--- src/rtl/fifo_rd_arb_pkg.sv ---
// fifo_rd_arb_pkg
// Shared definitions for the FIFO read arbiter:
//   state_t   - arbiter FSM encoding (IDLE, GRANT)
//   ch_width  - width of a channel index, never less than one bit
package fifo_rd_arb_pkg;

    typedef enum logic [0:0] {
        IDLE  = 1'b0,
        GRANT = 1'b1
    } state_t;

    function automatic int ch_width(input int n);
        return (n > 2) ? $clog2(n) : 1;
    endfunction

endpackage

--- src/rtl/fifo_rd_arb_skid.sv ---
// fifo_rd_arb_skid
// Two-entry output buffer for the read arbiter. Words arrive one cycle after
// the FIFO read that fetched them and leave in arrival order. The head entry
// is held steady on data/ch while valid && !ready.
// Ports:
//   clk, rst          - clock, asynchronous active-high reset
//   push, push_data,
//   push_ch           - word returning from a FIFO read, with its channel tag
//   ready             - downstream accept
//   valid, data, ch   - head entry presented downstream
//   occ               - number of entries held (0..2)
module fifo_rd_arb_skid #(
    parameter int DATA_WIDTH = 16,
    parameter int CH_W       = 2
) (
    input  logic                  clk,
    input  logic                  rst,
    input  logic                  push,
    input  logic [DATA_WIDTH-1:0] push_data,
    input  logic [CH_W-1:0]       push_ch,
    input  logic                  ready,
    output logic                  valid,
    output logic [DATA_WIDTH-1:0] data,
    output logic [CH_W-1:0]       ch,
    output logic [1:0]            occ
);

    logic [DATA_WIDTH-1:0] d0, d1;
    logic [CH_W-1:0]       c0, c1;
    logic [1:0]            cnt;
    logic                  pop;

    assign valid = (cnt != 2'd0);
    assign pop   = valid && ready;
    assign data  = d0;
    assign ch    = c0;
    assign occ   = cnt;

    always_ff @(posedge clk or posedge rst) begin
        if (rst) begin
            cnt <= 2'd0;
            d0  <= '0;
            d1  <= '0;
            c0  <= '0;
            c1  <= '0;
        end else begin
            cnt <= cnt + {1'b0, push} - {1'b0, pop};
            if (pop) begin
                if (cnt == 2'd2) begin
                    // second entry moves to the head; a new word fills behind it
                    d0 <= d1;
                    c0 <= c1;
                    if (push) begin
                        d1 <= push_data;
                        c1 <= push_ch;
                    end
                end else if (push) begin
                    // single entry leaves while the next one arrives
                    d0 <= push_data;
                    c0 <= push_ch;
                end
            end else if (push) begin
                if (cnt == 2'd0) begin
                    d0 <= push_data;
                    c0 <= push_ch;
                end else begin
                    d1 <= push_data;
                    c1 <= push_ch;
                end
            end
        end
    end

endmodule

--- src/rtl/fifo_rd_arb.sv ---
// fifo_rd_arb
// Round-robin arbiter that drains NUM_CH FIFO read ports into one
// valid/ready output stream. A grant reads up to a per-grant word limit from
// one channel; reads are throttled so that every fetched word has a slot in
// the two-entry output buffer.
// Build option: define FIFO_RD_ARB_BURST_EN to read up to BURST_LEN words per
// grant; without it every grant reads a single word (strict per-word
// round-robin).
// Ports:
//   rd_clk, rd_rst    - clock, asynchronous active-high reset
//   ch_empty          - per-channel FIFO empty
//   ch_almost_empty   - per-channel FIFO almost empty (limits grant to 1 word)
//   ch_rd_data        - per-channel read data, channel k at [k*DATA_WIDTH +: DATA_WIDTH]
//   ch_rd_en          - per-channel read enable, one-hot or zero
//   out_valid, out_ready, out_data, out_ch - output stream and source channel
module fifo_rd_arb
    import fifo_rd_arb_pkg::*;
#(
    parameter  int NUM_CH     = 4,
    parameter  int DATA_WIDTH = 16,
    parameter  int BURST_LEN  = 4,
    localparam int CH_W       = ch_width(NUM_CH)
) (
    input  logic                         rd_clk,
    input  logic                         rd_rst,
    input  logic [NUM_CH-1:0]            ch_empty,
    input  logic [NUM_CH-1:0]            ch_almost_empty,
    input  logic [NUM_CH*DATA_WIDTH-1:0] ch_rd_data,
    output logic [NUM_CH-1:0]            ch_rd_en,
    output logic                         out_valid,
    input  logic                         out_ready,
    output logic [DATA_WIDTH-1:0]        out_data,
    output logic [CH_W-1:0]              out_ch
);

    localparam int CNT_W = $clog2(BURST_LEN + 1);
`ifdef FIFO_RD_ARB_BURST_EN
    localparam int BURST_MAX = BURST_LEN;
`else
    localparam int BURST_MAX = 1;
`endif

    state_t            state, state_nxt;
    logic [CH_W-1:0]   rr_ptr, rr_ptr_nxt;
    logic [CH_W-1:0]   gnt, gnt_nxt, gnt_succ;
    logic [CH_W-1:0]   pick;
    logic              pick_vld;
    logic [CNT_W-1:0]  cnt, cnt_nxt, cnt_inc, limit;
    logic              ae_lock, ae_lock_nxt;
    logic              infl;
    logic [CH_W-1:0]   infl_ch;
    logic [1:0]        occ;
    logic [2:0]        busy;
    logic              pop, credit, rd;

    // First non-empty channel at or after rr_ptr. Scanning from the far end
    // lets the nearest candidate overwrite the others.
    always_comb begin
        int idx;
        idx      = 0;
        pick     = rr_ptr;
        pick_vld = 1'b0;
        for (int i = NUM_CH - 1; i >= 0; i--) begin
            idx = int'(rr_ptr) + i;
            if (idx >= NUM_CH) idx = idx - NUM_CH;
            if (!ch_empty[idx]) begin
                pick     = CH_W'(idx);
                pick_vld = 1'b1;
            end
        end
    end

    // A word popped this cycle frees its slot for a read issued this cycle.
    assign pop    = out_valid && out_ready;
    assign busy   = 3'(occ) + 3'(infl) - 3'(pop);
    assign credit = (busy < 3'd2);

    assign cnt_inc  = cnt + CNT_W'(1);
    assign limit    = ae_lock ? CNT_W'(1) : CNT_W'(BURST_MAX);
    assign gnt_succ = (gnt == CH_W'(NUM_CH - 1)) ? '0 : gnt + CH_W'(1);

    always_comb begin
        state_nxt   = state;
        gnt_nxt     = gnt;
        cnt_nxt     = cnt;
        ae_lock_nxt = ae_lock;
        rr_ptr_nxt  = rr_ptr;
        rd          = 1'b0;
        case (state)
            IDLE: begin
                if (pick_vld) begin
                    state_nxt   = GRANT;
                    gnt_nxt     = pick;
                    cnt_nxt     = '0;
                    ae_lock_nxt = ch_almost_empty[pick];
                end
            end
            GRANT: begin
                if (ch_empty[gnt]) begin
                    state_nxt  = IDLE;
                    rr_ptr_nxt = gnt_succ;
                end else if (credit) begin
                    rd      = 1'b1;
                    cnt_nxt = cnt_inc;
                    if (cnt_inc >= limit) begin
                        state_nxt  = IDLE;
                        rr_ptr_nxt = gnt_succ;
                    end
                end
            end
            default: state_nxt = IDLE;
        endcase
    end

    always_comb begin
        ch_rd_en      = '0;
        ch_rd_en[gnt] = rd;
    end

    always_ff @(posedge rd_clk or posedge rd_rst) begin
        if (rd_rst) begin
            state   <= IDLE;
            rr_ptr  <= '0;
            gnt     <= '0;
            cnt     <= '0;
            ae_lock <= 1'b0;
            infl    <= 1'b0;
            infl_ch <= '0;
        end else begin
            state   <= state_nxt;
            rr_ptr  <= rr_ptr_nxt;
            gnt     <= gnt_nxt;
            cnt     <= cnt_nxt;
            ae_lock <= ae_lock_nxt;
            infl    <= rd;
            infl_ch <= gnt;
        end
    end

    fifo_rd_arb_skid #(
        .DATA_WIDTH (DATA_WIDTH),
        .CH_W       (CH_W)
    ) u_skid (
        .clk       (rd_clk),
        .rst       (rd_rst),
        .push      (infl),
        .push_data (ch_rd_data[infl_ch*DATA_WIDTH +: DATA_WIDTH]),
        .push_ch   (infl_ch),
        .ready     (out_ready),
        .valid     (out_valid),
        .data      (out_data),
        .ch        (out_ch),
        .occ       (occ)
    );

endmodule

--- config.mk ---
export PLATFORM = sky130hd
export DESIGN_NAME = fifo_rd_arb
export DESIGN_NICKNAME = d
export VERILOG_FILES = /design/src/rtl/fifo_rd_arb_pkg.sv /design/src/rtl/fifo_rd_arb_skid.sv /design/src/rtl/fifo_rd_arb.sv
export SDC_FILE = /design/constraint.sdc
export NUM_CORES = 1
export LEC_CHECK = 0
export BUFFER_PORTS_ARGS = -buffer_cell sky130_fd_sc_hd__buf_2
export CORE_MARGIN = 5
export CORE_UTILIZATION = 40
export CTS_BUF_LIST = sky130_fd_sc_hd__clkbuf_2
export CTS_CLUSTER_DIAMETER = 60
export DETAILED_ROUTE_END_ITERATION = 8
export GPL_TIMING_DRIVEN = 0
export PLACE_DENSITY_LB_ADDON = 0.1
export SLEW_MARGIN = 20
export SYNTH_ARGS = -nofsm -noshare
export SYNTH_HDL_FRONTEND = slang
export SYNTH_SLANG_ARGS = --single-unit
export TNS_END_PERCENT = 30
--- constraint.sdc ---
create_clock -name rd_clk -period 3.3 [get_ports rd_clk]
set_input_delay 0.33 -clock rd_clk [delete_from_list [all_inputs] [get_ports rd_clk]]
set_output_delay 0.33 -clock rd_clk [all_outputs]
set_load 0.1 [all_outputs]
==> flow_metrics.py <==
metrics = {
    "finish": {
        "final.fill_count": 597,
        "diodes": 0,
        "final_layout_size_suffix_gt1_share_pct": 51.7,
        "syn_to_final_growth_pct": 28.8,
        "post_layout_util_pct": 53.3,
        "nets": 403,
        "multi_input_comb_area_um2": 1360,
        "register_area_um2": 1230,
    },
    "routing": {
        "drt_iter0_markers": 61,
        "postRouteWirelength_mm": 6.07,
        "avgViaCountPerCell": 5.13,
        "post_drt_wl_per_cell_um": 15.3,
        "num_vias": 2040,
        "post_route_drc_violation_count": 0,
        "drt_first_pass_iters": 4,
        "antenna_violating_nets_post_route": 0,
    },
    "logic_synthesis": {
        "synth_top_area_share_pct": 46.1,
        "synth_seq_cells": 49,
        "syn-instance-count": 215,
        "yosys-top-cells-area": "dfrtp_1 46%, mux4_2 14%, mux2_2 8.5%",
        "ys_warn_count": 0,
        "synth_cell_type_count": 31,
        "synth.net_count": 298,
        "seq_area_frac_synth_pct": 46.1,
        "yosys.area.top_type": "dfrtp_1",
        "syn_area_per_cell_um2": 12.4,
        "synth_area_um2": 2660,
    },
    "worst_setup_path": {
        "most_frequent_cp_cell": "inv_2",
        "worst-path-max-fanout": 5,
        "critical_path.endpoint_type": "primary output",
        "cpPeakStageDelay_ns": 0.55,
        "worstSetupStartpointType": "flop",
        "worst-path-buf-inv": 5,
        "critical_path.slowest_cell": "fa_1",
        "crit_required_ns": 2.97,
        "cp.arrival_ns": 2.87,
        "critical-path-top-delay-family": "simple AND/OR/NAND/NOR gates",
        "timing.setup.critical_path_class": "flop to primary output",
        "path_cells": "inv_2 > nand3_2 > buf_6 > o21ai_2 > ha_2 > inv_2 > fa_1 > inv_2 > nor4_4 > and2_4 > buf_12",
    },
    "clock_network": {
        "clock_tree.root_cell": "clkbuf_2",
        "worst_skew_pair.late_latency_ns": 0.42,
        "clock_tree.buffer_depth": 2,
        "h-tree-depth": 2,
        "clock_edge_transition_at_the_registers_on_the_reported_setup_and_hold_paths_ns": 0.22,
        "cts_tree": "done",
        "cts.sinks": 49,
        "cts_made_buffers": 5,
    },
    "power_and_ir_drop": {
        "power.combinational.fraction_pct": 64.0,
        "intPower_uw": 1800,
        "powerDensity_nw_per_um2": 1120,
        "power.clock.fraction_pct": 8.2,
        "cellLeakagePower_uw": 0.00167,
        "swShare_pct": 52.9,
        "post-layout-total-power_uw": 3820,
        "pwr-share-seq_pct": 27.9,
        "switching_power_uw": 2020,
        "vdd_ir_drop_max_mv": 0.559,
    },
    "place": {
        "place.port_buffers": 93,
        "routabilityCongestion": 0.745,
        "half_perimeter_wire_length_after_detailed_placement_mm": 4.63,
    },
    "timing": {
        "min_period_over_period_pct": 96.9,
        "worst_skew_ns": 0.0224,
        "timing_max_transition_violations_final": 0,
        "fin_setup_tns_ns": 0,
        "setup_viol": 0,
        "worst-slew-pin-transition_ns": 0.612,
        "finalHoldViolCount": 0,
        "timing.max_slew.rel_slack_pct": 58.9,
        "max_clock_freq_ghz": 0.313,
        "grt_setup_unrepaired": "yes",
        "period_needed_ns": 3.20,
    },
    "global_routing": {
        "grt_pass1_vias": 2114,
        "first_pass_grt_wire_length_mm": 10.2,
        "globalRoute.totalOverflow": 0,
        "grt_antenna_before_repair": 0,
        "global_router_s_overall_resource_usage_pct": 15.1,
        "grt_max_degree": 35,
    },
    "status": {
        "status": "completed",
    },
    "floorplanning": {
        "die_y_extent_um": 91.5,
        "num_io_pins": 98,
        "die_area_um2": 8380,
        "chipWidth_um": 91.5,
        "floorplan.rows": 29,
        "effective_utilization_at_floorplan_pct": 41.4,
        "fp.coreArea_um2": 6420,
    },
    "min_path": {
        "path_category_of_the_worst_min_delay_check": "primary input to flop",
    },
    "flow_run": {
        "max_cap_violations": 0,
    },
}
[metrics by stage]
stage / instance area [um2] / setup slack, ns / instances / hold WS (ns)
floorplan: 2660 / 0.370 / 215 / 0.445
detailed placement: 3240 / -0.103 / 386 / 0.333
global route: 3420 / -0.0841 / 398 / 0.220
finish: 3420 / 0.103 / 398 / 0.229
CTS: 3380 / 0.00132 / 396 / 0.196
global placement: 3220 / -0.0761 / 385 / 0.486
[sequential cells by signal, summed over array words and instances (netlist names)]
register     cells
cnt              3
gnt              2
infl             1
infl_ch          2
rr_ptr           2
state            1
u_skid.c1        2
u_skid.ch        2
u_skid.d1       16
u_skid.data     16
u_skid.occ       2
[worst reg2reg max path, stage by stage (launching register included)]
cell	delay [ns]
dfrtp_1	0.46
inv_2	0.08
nand3_2	0.09
buf_6	0.13
o21ai_2	0.05
ha_2	0.18
inv_2	0.04
fa_1	0.39
xor2_1	0.33
a311oi_1	0.11
o21ai_0	0.35
mux2_2	0.38
[Yosys cell counts, drive strengths merged]
master	count
dfrtp	49
a21oi	21
mux2	20
mux2i	20
nor2	20
mux4	17
inv	12
nand2	10
o21ai	8
buf	7
ha	7
and2	4
clkbuf	3
nand3	2
o31ai	2
or2	2
xnor2	2
a22o	1
a311oi	1
fa	1
nand4	1
nor3	1
nor4	1
o221ai	1
o22ai	1
xor2	1
[layout make-up]
type	instances	share of cell area [%]
multi-input cells	144	39.6
flip-flops and latches	49	35.8
repair buffers	98	16.9
well taps	77	2.81
plain buffers	10	1.64
inverters	12	1.32
clock inverters	3	1.21
clock buffers	5	0.731
[cells by family after synthesis]
kind of cell	count (synthesis)	synth area share, %
multiplexers	57	30.4
flip-flops	49	46.1
AND/OR/NAND/NOR	41	7.62
AO/OA/AOI/OAI	35	7.29
buffers and inverters	22	3.53
adder cells (fa/ha/maj)	8	4.05
XOR/XNOR	3	0.988
[power by group through the flow]
stage	clock (uW)	sequential, uW	combinational (uW)
global placement	0	1070	2370
floorplan	0	1850	1160
CTS	327	1070	2440
finish	312	1060	2450
detailed placement	0	1080	2410
global route	348	1110	2630
[routing by layer]
| metal | routed length [um] | track usage [%] | share of wire [%] |
|---|---|---|---|
| met5 | 0 | 0 | 0 |
| met4 | 66 | 4.15 | 1.1 |
| met3 | 288 | 3.22 | 4.7 |
| met2 | 3240 | 26.2 | 53 |
| met1 | 2470 | 19.0 | 41 |
[path summary, 6_finish.rpt]
| check | start | end | slack (ns) | cells past startpoint |
|---|---|---|---|---|
| worst max-delay path | u_skid.occ[0] | ch_rd_en[3] | 0.10 | 11 |
| max in group asynchronous | rd_rst | u_skid.occ[1] | 2.39 | 4 |
| worst min register to register | u_skid.d1[13] | u_skid.d1[13] | 0.54 | 1 |
| min in group asynchronous | rd_rst | u_skid.data[14] | 0.38 | 3 |
| worst max register to register | u_skid.occ[0] | rr_ptr[0] | 0.64 | 11 |
| worst min-delay path | ch_empty[0] | cnt[2] | 0.23 | 3 |
[placed cells by master (no fill, tap or decap), types with 2 or more instances in the layout]
master,n
inv_2,4
nor2_1,20
clkbuf_2,6
or2_2,2
nand3_2,2
mux2_2,20
buf_12,5
mux4_2,17
buf_2,94
buf_4,4
o31ai_1,2
a21oi_1,21
inv_1,8
o21ai_0,6
mux2i_1,20
nand2_1,10
dfrtp_1,48
xnor2_1,2
ha_1,6
and2_4,4
[repair_timing]
action,in CTS,in global routing
resized for setup,17,15
hold buffers,1,0
hold endpoints to repair,15,0
pin swaps,1,4
setup endpoints to repair,4,4
buffers inserted,1,2
(Power assumes the default switching activity.)
